==> src/rtl/wb_pkg.sv <==
// Shared constants and state type for the Wishbone burst master.
package wb_pkg;

    localparam logic [2:0] CTI_CLASSIC = 3'b000;
    localparam logic [2:0] CTI_INCR    = 3'b010;
    localparam logic [2:0] CTI_EOB     = 3'b111;
    localparam logic [1:0] BTE_LINEAR  = 2'b00;

    typedef enum logic [1:0] {
        IDLE = 2'd0,
        BUS  = 2'd1,
        RESP = 2'd2
    } wbm_state_t;

endpackage

==> src/rtl/wb_stall_timer.sv <==
// Counts consecutive stalled bus cycles; expired fires on the last allowed stall cycle.
module wb_stall_timer #(
    parameter int TIMEOUT_CYCLES = 1024
) (
    input  logic clk,
    input  logic rst_n,
    input  logic clear,
    input  logic stall,
    output logic expired
);

    localparam int CW = $clog2(TIMEOUT_CYCLES + 1);

    logic [CW-1:0] cnt_q;

    always_ff @(posedge clk or negedge rst_n) begin
        if (!rst_n) begin
            cnt_q <= '0;
        end else if (clear) begin
            cnt_q <= '0;
        end else if (stall) begin
            cnt_q <= cnt_q + CW'(1);
        end
    end

    // Abort in the stall cycle that would make the count reach the limit.
    assign expired = stall && (cnt_q == CW'(TIMEOUT_CYCLES - 1));

endmodule

==> src/rtl/wb_burst_master.sv <==
// Wishbone B4 registered-feedback burst master (classic / linear incrementing bursts).
// Optional stall abort enabled by defining WB_BURST_MASTER_TIMEOUT_EN.
module wb_burst_master
    import wb_pkg::*;
#(
    parameter int DATA_WIDTH     = 32,
    parameter int ADDR_WIDTH     = 26,
    parameter int LEN_WIDTH      = 8,
    parameter int TIMEOUT_CYCLES = 1024
) (
    input  logic                    wb_clk_i,
    input  logic                    wb_rst_n_i,
    input  logic                    cmd_valid_i,
    output logic                    cmd_ready_o,
    input  logic                    cmd_we_i,
    input  logic [ADDR_WIDTH-1:0]   cmd_addr_i,
    input  logic [LEN_WIDTH-1:0]    cmd_len_i,
    input  logic [DATA_WIDTH/8-1:0] cmd_sel_i,
    input  logic                    wr_valid_i,
    input  logic [DATA_WIDTH-1:0]   wr_data_i,
    output logic                    wr_ready_o,
    output logic                    rd_valid_o,
    output logic [DATA_WIDTH-1:0]   rd_data_o,
    output logic                    rd_last_o,
    output logic                    resp_valid_o,
    output logic                    resp_err_o,
    output logic                    resp_timeout_o,
    output logic                    wb_cyc_o,
    output logic                    wb_stb_o,
    output logic                    wb_we_o,
    output logic [ADDR_WIDTH-1:0]   wb_addr_o,
    output logic [DATA_WIDTH-1:0]   wb_dat_o,
    output logic [DATA_WIDTH/8-1:0] wb_sel_o,
    output logic [2:0]              wb_cti_o,
    output logic [1:0]              wb_bte_o,
    input  logic [DATA_WIDTH-1:0]   wb_dat_i,
    input  logic                    wb_ack_i,
    input  logic                    wb_err_i,
    output wbm_state_t              dbg_state_o
);

    localparam int SW = DATA_WIDTH / 8;

    if ((DATA_WIDTH % 8) != 0 || TIMEOUT_CYCLES < 1) begin : g_param_check
        $error("wb_burst_master: bad DATA_WIDTH or TIMEOUT_CYCLES");
    end

    wbm_state_t            state_q, state_d;
    logic                  we_q, we_d, burst_q, burst_d;
    logic                  err_q, err_d, to_q, to_d;
    logic [ADDR_WIDTH-1:0] addr_q, addr_d;
    logic [SW-1:0]         sel_q, sel_d;
    logic [LEN_WIDTH-1:0]  beats_q, beats_d;
    logic                  in_bus, stb, beat_ack, beat_err, last_beat, timeout_hit;

    // Handshakes: cmd and wr transfer in any cycle where valid and ready are both high;
    // rd_valid_o has no ready and must be taken in the cycle it is asserted.
    assign in_bus    = (state_q == BUS);
    assign stb       = in_bus && (!we_q || wr_valid_i);
    assign beat_err  = stb && wb_err_i;
    assign beat_ack  = stb && wb_ack_i && !wb_err_i;
    assign last_beat = (beats_q == '0);

`ifdef WB_BURST_MASTER_TIMEOUT_EN
    wb_stall_timer #(
        .TIMEOUT_CYCLES(TIMEOUT_CYCLES)
    ) u_stall_timer (
        .clk    (wb_clk_i),
        .rst_n  (wb_rst_n_i),
        .clear  (!in_bus || beat_ack),
        .stall  (in_bus && !beat_ack && !beat_err),
        .expired(timeout_hit)
    );
`else
    assign timeout_hit = 1'b0;
`endif

    always_ff @(posedge wb_clk_i or negedge wb_rst_n_i) begin
        if (!wb_rst_n_i) begin
            state_q <= IDLE;
            we_q    <= 1'b0;
            burst_q <= 1'b0;
            err_q   <= 1'b0;
            to_q    <= 1'b0;
            addr_q  <= '0;
            sel_q   <= '0;
            beats_q <= '0;
        end else begin
            state_q <= state_d;
            we_q    <= we_d;
            burst_q <= burst_d;
            err_q   <= err_d;
            to_q    <= to_d;
            addr_q  <= addr_d;
            sel_q   <= sel_d;
            beats_q <= beats_d;
        end
    end

    always_comb begin
        state_d = state_q;
        we_d    = we_q;
        burst_d = burst_q;
        err_d   = err_q;
        to_d    = to_q;
        addr_d  = addr_q;
        sel_d   = sel_q;
        beats_d = beats_q;
        case (state_q)
            IDLE: begin
                if (cmd_valid_i) begin
                    state_d = BUS;
                    we_d    = cmd_we_i;
                    addr_d  = cmd_addr_i;
                    sel_d   = cmd_sel_i;
                    beats_d = cmd_len_i;
                    burst_d = (cmd_len_i != '0);
                    err_d   = 1'b0;
                    to_d    = 1'b0;
                end
            end
            BUS: begin
                if (beat_err || timeout_hit) begin
                    state_d = RESP;
                    err_d   = 1'b1;
                    to_d    = timeout_hit && !beat_err;
                end else if (beat_ack) begin
                    addr_d = addr_q + ADDR_WIDTH'(SW);
                    if (last_beat) begin
                        state_d = RESP;
                    end else begin
                        beats_d = beats_q - LEN_WIDTH'(1);
                    end
                end
            end
            RESP:    state_d = IDLE;
            default: state_d = IDLE;
        endcase
    end

    // Gating with reset keeps cmd_ready_o low while reset is held.
    assign cmd_ready_o    = wb_rst_n_i && (state_q == IDLE);
    assign wr_ready_o     = we_q && beat_ack;
    assign rd_valid_o     = !we_q && beat_ack;
    assign rd_data_o      = rd_valid_o ? wb_dat_i : '0;
    assign rd_last_o      = rd_valid_o && last_beat;
    assign resp_valid_o   = (state_q == RESP);
    assign resp_err_o     = resp_valid_o && err_q;
    assign resp_timeout_o = resp_valid_o && to_q;

    assign wb_cyc_o    = in_bus;
    assign wb_stb_o    = stb;
    assign wb_we_o     = in_bus && we_q;
    assign wb_addr_o   = in_bus ? addr_q : '0;
    assign wb_sel_o    = in_bus ? sel_q : '0;
    assign wb_dat_o    = (in_bus && we_q) ? wr_data_i : '0;
    assign wb_cti_o    = (!in_bus || !burst_q) ? CTI_CLASSIC :
                         (last_beat ? CTI_EOB : CTI_INCR);
    assign wb_bte_o    = BTE_LINEAR;
    assign dbg_state_o = state_q;

endmodule

==> config.mk <==
export PLATFORM = sky130hd
export DESIGN_NAME = wb_burst_master
export DESIGN_NICKNAME = d
export VERILOG_FILES = /design/src/rtl/wb_pkg.sv /design/src/rtl/wb_stall_timer.sv /design/src/rtl/wb_burst_master.sv
export SDC_FILE = /design/constraint.sdc
export NUM_CORES = 1
export LEC_CHECK = 0
export CORE_MARGIN = 2
export CORE_UTILIZATION = 25
export CTS_BUF_LIST = sky130_fd_sc_hd__clkbuf_8
export CTS_CLUSTER_DIAMETER = 60
export DETAILED_ROUTE_END_ITERATION = 6
export HOLD_SLACK_MARGIN = 0.02
export SETUP_SLACK_MARGIN = 0.2
export SYNTH_ARGS = -nofsm -noshare
export SYNTH_HDL_FRONTEND = slang
export SYNTH_SLANG_ARGS = --single-unit
==> constraint.sdc <==
create_clock -name wb_clk_i -period 5.4 [get_ports wb_clk_i]
set_clock_uncertainty 0.05 [all_clocks]
set_input_delay 0.54 -clock wb_clk_i [delete_from_list [all_inputs] [get_ports wb_clk_i]]
set_output_delay 0.54 -clock wb_clk_i [all_outputs]
set_load 0.05 [all_outputs]
==> results of run 1 <==
==> state kept, by name (all words and copies together) (netlist names) <==
| name | cells |
|---|---|
| addr_q | 26 |
| beats_q | 8 |
| sel_q | 4 |
| dbg_state_o | 2 |
| burst_q | 1 |
| err_q | 1 |
| we_q | 1 |
==> kinds of logic (layout without fill, tap and decap cells) <==
family	count (synthesis)	in the layout	synth area share (%)
adders and majority gates	3	3	1.13
muxes	1	1	0.453
other	1	3	0.113
and+or+nand+nor	230	230	38.8
AOI/OAI and AO/OA	101	101	20.1
buffers and inverters	45	239	6.91
DFF	43	43	32.5
==> worst register-to-register path, stage by stage (launching register included) <==
cell	delay, ps
dfrtp_1	960
nor2b_1	480
a2bb2oi_4	250
nand2_1	510
or3_1	520
nand3_1	90
==> final cells by class <==
| cell class | instances | area (µm²) |
|---|---|---|
| Fill cell | 1305 | 7390 |
| Timing Repair Buffer | 222 | 2200 |
| Multi-Input combinational cell | 338 | 2030 |
| Sequential cell | 43 | 1080 |
| Tap cell | 176 | 220 |
| Clock buffer | 5 | 68.8 |
| Clock inverter | 3 | 63.8 |
| Inverter | 9 | 33.8 |
==> routing by layer <==
metal	part of all wire, %	wire [µm]
met5	0	0
met1	43	5560
met2	51	6610
met4	0.38	50
met3	6.1	800
==> power by group through the flow <==
stage / clock network [mW] / logic [mW] / registers [mW]
5_1_grt: 0.324 / 2.39 / 0.715
6_report: 0.301 / 2.23 / 0.675
4_1_cts: 0.308 / 2.25 / 0.675
3_3_place_gp: 0 / 2.22 / 0.673
2_1_floorplan: 0 / 1.60 / 0.621
3_5_place_dp: 0 / 2.24 / 0.681
==> cells in the mapped netlist (all sizes together) (2+ instances only) <==
cell type,instances
and3,38
and4,2
dfrtp,43
and4b,2
nor3,11
clkbuf,17
o22ai,8
a211oi,3
a21o,2
nand2b,2
o21ai,25
nand2,43
o2bb2ai,3
a31oi,6
nor2b,3
nand4,5
a22oi,3
o31ai,3
or3,2
ha,3
and2,63
o21bai,2
nor3b,4
nor4b,2
nor2,26
a2bb2oi,10
o22a,2
a21oi,29
nor4,7
buf,19
inv,9
nand3,17
==> path summary, 6_finish.rpt <==
kind	startpoint	endpoint	slack, ps	cells past startpoint
setup / recovery	dbg_state_o[0]$_DFFE_PN0P_	wb_sel_o[2]	1610	5
hold / removal	wb_rst_n_i	addr_q[13]$_DFFE_PN0P_	360	2
setup reg to reg	we_q$_DFFE_PN0P_	addr_q[2]$_DFFE_PN0P_	2490	5
hold reg to reg	sel_q[0]$_DFFE_PN0P_	sel_q[0]$_DFFE_PN0P_	430	2
max in group asynchronous	wb_rst_n_i	beats_q[7]$_DFFE_PN0P_	4530	2
min in group wb_clk_i	sel_q[0]$_DFFE_PN0P_	sel_q[0]$_DFFE_PN0P_	430	2
==> per-stage QoR <==
step	setup WS, ps	power, mW	hold WS, ps	instance area, µm²	instances
after detailed placement	1700	2.92	410	5560	788
final	1610	3.21	356	5690	796
after CTS	1540	3.23	391	5690	796
after global routing	1260	3.43	389	5690	796
after floorplan	2090	2.22	194	3320	426
after global placement	1730	2.89	405	5560	788
==> impl_metrics.csv, run 1 <==
group,metric,value,unit
critical_path,cp_cell_sequence,"nand2b_2, inv_2, buf_4, and2_1, clkdlybuf4s50_1",
synth,synth_async_sr_flop_share,100,%
cts,clock_sinks,43,
power_and_ir_drop,power_frac_seq,21.1,%
critical_path,crit_fanout,42,
synth,ys_warn_count,0,
sta,setup_viol_count_final,0,
critical_path,crit_type,"register to output pin",
synth,syn_inst,424,
routing,avgRoutedWirePerCell,16.4,µm
status,status,"completed",
power_and_ir_drop,p_leak,2.35,nW
critical_path,end_kind,"output pin",
layout,diodes,0,
synth,ys.flop_type,"dfrtp_1",
cts,clk_pin_slew,90,ps
floorplanning,fp.coreArea,13100,µm²
routing,vias_per_cell,4.83,
floorplanning,die_w,119,µm
global_routing,met2_usage,32.5,%
sta,post-route-period-util,70.1,%
routing,drt_iter0_markers,204,
synth,synth-edff-count,0,
global_routing,grt_util_all_layers,18.1,%
power_and_ir_drop,p_comb_share,69.6,%
cts,cts_tree,"yes",
global_routing,met1_usage,22.5,%
layout,nNetsFinal,731,
power_and_ir_drop,power_density,564,nW/µm²
critical_path,arrival,3200,ps
global_routing,antenna_found_initial,0,
synth,ys_ff_latch,43,
cts,cts_made_buffers,5,
routing,dr.pass1.iters,4,
synth,synth.top_cell.area_share,32.5,%
layout,layout_commonest_cell,"clkdlybuf4s50_1",
floorplanning,fp-row-count,42,
floorplanning,die_h,119,µm
global_routing,grt_pass1_wl,20.7,mm
sta,rsz0062_at_grt,"false",
routing,drt_wl_total,13.0,mm
power_and_ir_drop,p_sw,1.76,mW
flow_run,maxCapViolCount,0,
sta,max_freq,0.264,GHz
floorplanning,die-area,14200,µm²
critical_path,path_buf_inv,3,
cts,clockBufferDepth,2,
layout,most-common-layout-cells,"clkdlybuf4s50_1 (215), and2_1 (63), nand2_1 (43), dfrtp_1 (43), and3_1 (38)",
floorplanning,ios,220,
power_and_ir_drop,ir_drop,0.206,mV
layout,area_growth,71.8,%
cts,cts_resized,0,
synth,synth_area_leader_cell,"dfrtp_1",
sta,fin_setup_tns,0,ps
floorplanning,start_util,25.3,%
synth,synth_area,3310,µm²
critical_path,critPathTopFamily,"buffers and inverters",
power_and_ir_drop,p_clk_share,9.4,%
routing,ant_nets,0,
cts,worstSkewPairLatency,300,ps
routing,num_vias,3842,
placed_design,port_buffers,216,
global_routing,busiest_layer,"met2",
sta,slew_headroom,27.7,%
synth,avgSynthCellArea,7.81,µm²
routing,drc_errors,0,
critical_path,crit_required,4810,ps
layout,post-route-util,43.5,%
sta,drv_slew,0,
global_routing,grt_pass1_vias,3970,
sta,worst_pin_slew,1080,ps
layout,drive_gt1_share,4.19,%
global_routing,grt-ovfl-total,0,
critical_path,cp_slowest_cell,"clkdlybuf4s50_1",
worst_hold_path,hp-class,"primary input to async pin",
power_and_ir_drop,switching_share,54.8,%
synth,yosysUniqueCellTypes,51,
synth,ys_seq_area_share,32.5,%
cts,post_cts_buffers,0,
cts,h-tree-depth,2,
cts,cts_root_buf,"clkbuf_8",
global_routing,grt_max_degree,44,
power_and_ir_drop,cellInternalPower,1.45,mW
critical_path,crit_path_start_kind,"register",
critical_path,max_stage_delay,850,ps
cts,ctsHoldBuffers,0,
sta,hold_viol,0,
sta,period_needed,3790,ps
global_routing,grtUsageMet3,4.07,%
placed_design,gp_congestion,0.775,
placed_design,dp_hpwl,9.88,mm
synth,synth.area.top_cells,"dfrtp_1 (32%), and2_1 (12%), and3_1 (7.2%), nand2_1 (4.9%), a21oi_1 (3.8%)",
Note: power is estimated with default switching activity, not from simulation.
==> inputs of run 2 (changes only) <==
==> constraint.sdc (replaced) <==
create_clock -name wb_clk_i -period 3.5 [get_ports wb_clk_i]
set_clock_uncertainty 0.05 [all_clocks]
set_input_delay 0.35 -clock wb_clk_i [delete_from_list [all_inputs] [get_ports wb_clk_i]]
set_output_delay 0.35 -clock wb_clk_i [all_outputs]
set_load 0.05 [all_outputs]
==> impl_metrics.csv, run 2 (synthesis gave the netlist of run 1 again) <==
group,metric,value,unit
cts,clk_pin_slew,90,ps
cts,clock_sinks,43,
critical_path,critPathTopFamily,"buffers and inverters",
critical_path,cp_cell_sequence,"nand2b_2, buf_4, inv_2, buf_4, and2_1, buf_12",
cts,post_cts_buffers,0,
layout,layout_commonest_cell,"clkdlybuf4s50_1",
placed_design,gp_congestion,0.810,
routing,drc_errors,0,
critical_path,crit_top_cell,"buf_4",
sta,fin_setup_tns,0,ps
cts,cts_tree,"yes",
sta,timing.final.ws_setup,409,ps
routing,vias_per_cell,4.89,
sta,hold_viol,0,
routing,avgRoutedWirePerCell,16.7,µm
routing,drt_wl_total,13.4,mm
placed_design,dp.cells,794,
placed_design,dp_hpwl,10.3,mm
critical_path,crit_path_start_kind,"register",
sta,worst_pin_slew,946,ps
critical_path,worstSetupStartpoint,"dbg_state_o[1]$_DFFE_PN0P_",
floorplanning,die_h,119,µm
global_routing,grt-ovfl-total,0,
floorplanning,die-area,14200,µm²
routing,num_vias,3925,
critical_path,crit_type,"register to output pin",
status,status,"completed",
critical_path,crit_required,3100,ps
layout,area_growth,93.5,%
worst_hold_path,hp-class,"primary input to async pin",
cts,worstSkewPairLatency,300,ps
critical_path,end_kind,"output pin",
layout,final_cells,802,
sta,drv_slew,0,
layout,nNetsFinal,737,
placed_design,port_buffers,216,
sta,post-route-period-util,88.3,%
floorplanning,die_w,119,µm
floorplanning,fp.coreArea,13100,µm²
critical_path,r2r-start,"dbg_state_o[1]$_DFFE_PN0P_",
routing,ant_nets,0,
global_routing,grt_util_all_layers,18.5,%
layout,top_register,"addr_q",
flow_run,maxCapViolCount,0,
cts,clockBufferDepth,2,
power_and_ir_drop,p_leak,2.71,nW
power_and_ir_drop,power_density,884,nW/µm²
layout,largest_reg_flops,26,
critical_path,arrival,2690,ps
layout,layout_top_registers,"addr_q (26), beats_q (8), sel_q (4)",
global_routing,grt_pass1_wl,21.1,mm
routing,drt_iter0_markers,269,
global_routing,grt_max_degree,45,
sta,whs,154,ps
layout,diodes,0,
cts,ctsHoldBuffers,0,
global_routing,grt_pass1_vias,4008,
critical_path,path_buf_inv,4,
critical_path,crit_fanout,44,
power_and_ir_drop,ir_drop,0.356,mV
sta,rsz0062_at_grt,"false",
critical_path,max_stage_delay,490,ps
cts,h-tree-depth,2,
cts,cts_resized,0,
sta,slew_headroom,36.4,%
placed_design,dp_slack,696,ps
sta,period_needed,3090,ps
layout,drive_gt1_share,16.1,%
sta,max_freq,0.323,GHz
critical_path,cp_slowest_cell,"dfrtp_1",
layout,post-route-util,49.0,%
cts,cts_made_buffers,5,
routing,dr.pass1.iters,4,
cts,cts_root_buf,"clkbuf_8",
floorplanning,ios,220,
floorplanning,fp-row-count,42,
layout,most-common-layout-cells,"clkdlybuf4s50_1 (147), buf_12 (67), and2_1 (63)",
global_routing,antenna_found_initial,0,
sta,setup_viol_count_final,0,
floorplanning,start_util,25.3,%
run 2: changes by cell type in the layout (fill, tap and decap cells not counted), sizes merged:
| cell | delta |
|---|---|
| clkdlybuf4s50 | -68 |
| buf | +74 |
| inv | -1 |
| clkinvlp | +1 |
run 2: worst paths after layout:
check / to / slack [ps] / cells after the start
worst max-delay path: wb_addr_o[21] / 410 / 6
worst min-delay path: addr_q[18]$_DFFE_PN0P_ / 150 / 2
worst max register to register: addr_q[25]$_DFFE_PN0P_ / 730 / 8
worst min register to register: sel_q[1]$_DFFE_PN0P_ / 420 / 2
max in group asynchronous: sel_q[2]$_DFFE_PN0P_ / 2820 / 2
min in group wb_clk_i: sel_q[1]$_DFFE_PN0P_ / 420 / 2
run 2: layer usage:
metal	part of all wire, %	up-vias	global-route usage (%)
met1	42	1852	23.0
met5	0	-	0
li1	-	1895	-
met2	52	173	33.9
met3	6.2	5	3.69
met4	0.33	0	2.08
run 2: worst register-to-register path: stages, from the launching register on:
cell and delay [ps]:
dfrtp_1 520, nand2b_2 250, buf_4 350, inv_2 340, buf_4 340, and2_1 230
and3_1 190, mux2_4 260, nor3_1 180
run 2: final cells by class:
type	instances	area (µm²)
Fill cell	1211	6680
Timing Repair Buffer	228	2920
Multi-Input combinational cell	338	2030
Sequential cell	43	1080
Tap cell	176	220
Clock buffer	5	68.8
Clock inverter	3	67.6
Inverter	9	33.8
run 2: metrics by stage:
step	power (mW)	instance area, µm²
final	5.66	6410
after detailed placement	5.20	6270
after floorplan	3.43	3320
after global routing	5.99	6410
after CTS	5.69	6410
after global placement	5.13	6270
run 2: power breakdown:
part	switching, mW	internal, mW	leakage, nW	total (mW)
clock network	0.185	0.285	0.0644	0.469
registers	0.270	0.740	0.505	1.01
logic	2.43	1.75	2.14	4.18
==> inputs of run 3 (changes only) <==
==> constraint.sdc (replaced) <==
create_clock -name wb_clk_i -period 3.45 [get_ports wb_clk_i]
set_clock_uncertainty 0.05 [all_clocks]
set_input_delay 0.345 -clock wb_clk_i [delete_from_list [all_inputs] [get_ports wb_clk_i]]
set_output_delay 0.345 -clock wb_clk_i [all_outputs]
set_load 0.05 [all_outputs]
==> impl_metrics.csv, run 3 (synthesis gave the netlist of run 1 again) <==
group,metric,value,unit
status,status,"completed",
cts,ctsHoldBuffers,0,
cts,h-tree-depth,2,
sta,timing.final.ws_setup,534,ps
floorplanning,die-area,14200,µm²
routing,vias_per_cell,4.88,
worst_hold_path,hp-class,"primary input to async pin",
sta,hold_viol,0,
critical_path,end_kind,"output pin",
layout,layout_top_registers,"addr_q (26), beats_q (8), sel_q (4)",
sta,rsz0062_at_grt,"false",
sta,fin_setup_tns,0,ps
placed_design,dp_hpwl,10.3,mm
critical_path,crit_type,"register to output pin",
cts,cts_resized,0,
sta,post-route-period-util,84.5,%
cts,clk_pin_slew,80,ps
global_routing,grt_pass1_wl,20.4,mm
global_routing,grt-ovfl-total,0,
layout,finish.instance_area,6350,µm²
routing,ant_nets,0,
power_and_ir_drop,power_density,878,nW/µm²
cts,cts_root_buf,"clkbuf_8",
global_routing,antenna_found_initial,0,
critical_path,worst-r2r-setup-slack,670,ps
floorplanning,fp-row-count,42,
sta,setup_viol_count_final,0,
layout,nNetsFinal,736,
power_and_ir_drop,p_total,5.58,mW
global_routing,grt_util_all_layers,18.0,%
routing,num_vias,3901,
layout,diodes,0,
cts,post_cts_buffers,0,
cts,clock_sinks,43,
sta,drv_slew,0,
cts,cts_made_buffers,5,
sta,worst_pin_slew,1040,ps
routing,dr.pass1.iters,4,
layout,area_growth,91.8,%
sta,slew_headroom,29.9,%
sta,max_freq,0.343,GHz
power_and_ir_drop,ir_drop,0.417,mV
floorplanning,ios,220,
critical_path,arrival,2520,ps
layout,drive_gt1_share,16.5,%
cts,cts_tree,"yes",
layout,largest_reg_flops,26,
floorplanning,die_h,119,µm
placed_design,placed_cell_area,6270,µm²
floorplanning,start_util,25.3,%
placed_design,dp_slack,659,ps
placed_design,gp_congestion,0.809,
critical_path,crit_path_start_kind,"register",
cts,worstSkewPairLatency,290,ps
routing,drc_errors,0,
power_and_ir_drop,p_leak,2.70,nW
layout,top_register,"addr_q",
global_routing,grt_pass1_vias,3890,
routing,avgRoutedWirePerCell,16.3,µm
cts,clockBufferDepth,2,
placed_design,port_buffers,216,
sta,whs,172,ps
global_routing,grt_max_degree,58,
layout,n_fill_cell,1202,
routing,drt_wl_total,13.1,mm
critical_path,crit_fanout,43,
floorplanning,die_w,119,µm
layout,most-common-layout-cells,"clkdlybuf4s50_1 (143), buf_12 (68), and2_1 (63)",
floorplanning,fp.coreArea,13100,µm²
sta,period_needed,2920,ps
layout,layout_commonest_cell,"clkdlybuf4s50_1",
critical_path,crit_required,3050,ps
flow_run,maxCapViolCount,0,
routing,drt_iter0_markers,175,
run 3: cell types whose count changed in the layout (fill, tap and decap cells not counted):
cell / delta
clkdlybuf4s50_1: -4
clkinv_2: +1
buf_12: +1
buf_4: +2
bufinv_16: -2
clkinvlp_4: -1
clkbuf_8: +1
run 3: layout make-up:
type | count | area (µm²) | area share (%)
clock buffers | 6 | 82.6 | 1.30
clock inverters | 1 | 5.00 | 0.0788
inverters | 9 | 33.8 | 0.532
multi-input cells | 338 | 2030 | 31.9
flip-flops and latches | 43 | 1080 | 16.9
well taps | 176 | 220 | 3.47
repair buffers | 227 | 2910 | 45.8
run 3: layer usage:
| layer | up-vias | wire, µm | part of all wire, % | track usage [%] |
|---|---|---|---|---|
| met5 | - | 0 | 0 | 0 |
| met4 | 0 | 25 | 0.19 | 1.79 |
| met3 | 2 | 796 | 6.1 | 4.12 |
| met2 | 151 | 6840 | 52 | 33.0 |
| met1 | 1858 | 5390 | 41 | 22.1 |
| li1 | 1890 | - | - | - |
run 3: stage by stage:
step,instances,utilization [%]
after floorplan,426,-
after global placement,793,47.9
after detailed placement,793,47.9
after CTS,800,48.6
after global routing,800,48.6
final,800,48.6
run 3: path summary, 6_finish.rpt:
| check | from | to | depth (start not counted) |
|---|---|---|---|
| setup / recovery | dbg_state_o[1]$_DFFE_PN0P_ | wb_addr_o[23] | 6 |
| hold / removal | wb_rst_n_i | addr_q[17]$_DFFE_PN0P_ | 2 |
| setup reg to reg | dbg_state_o[1]$_DFFE_PN0P_ | addr_q[25]$_DFFE_PN0P_ | 8 |
| hold reg to reg | addr_q[0]$_DFFE_PN0P_ | addr_q[0]$_DFFE_PN0P_ | 2 |
| max in group asynchronous | wb_rst_n_i | beats_q[7]$_DFFE_PN0P_ | 2 |
| min in group wb_clk_i | addr_q[0]$_DFFE_PN0P_ | addr_q[0]$_DFFE_PN0P_ | 2 |
run 3: critical path, stage by stage, from the launching register on:
cell      delay, ps
dfrtp_1         480
nand2b_2        260
buf_4           310
inv_2           420
buf_4           360
and2_1          240
buf_12          150
run 3: report_power, final:
part           switching (mW)  internal (mW)
sequential              0.285          0.751
combinational            2.44           1.78
clock                   0.167          0.157
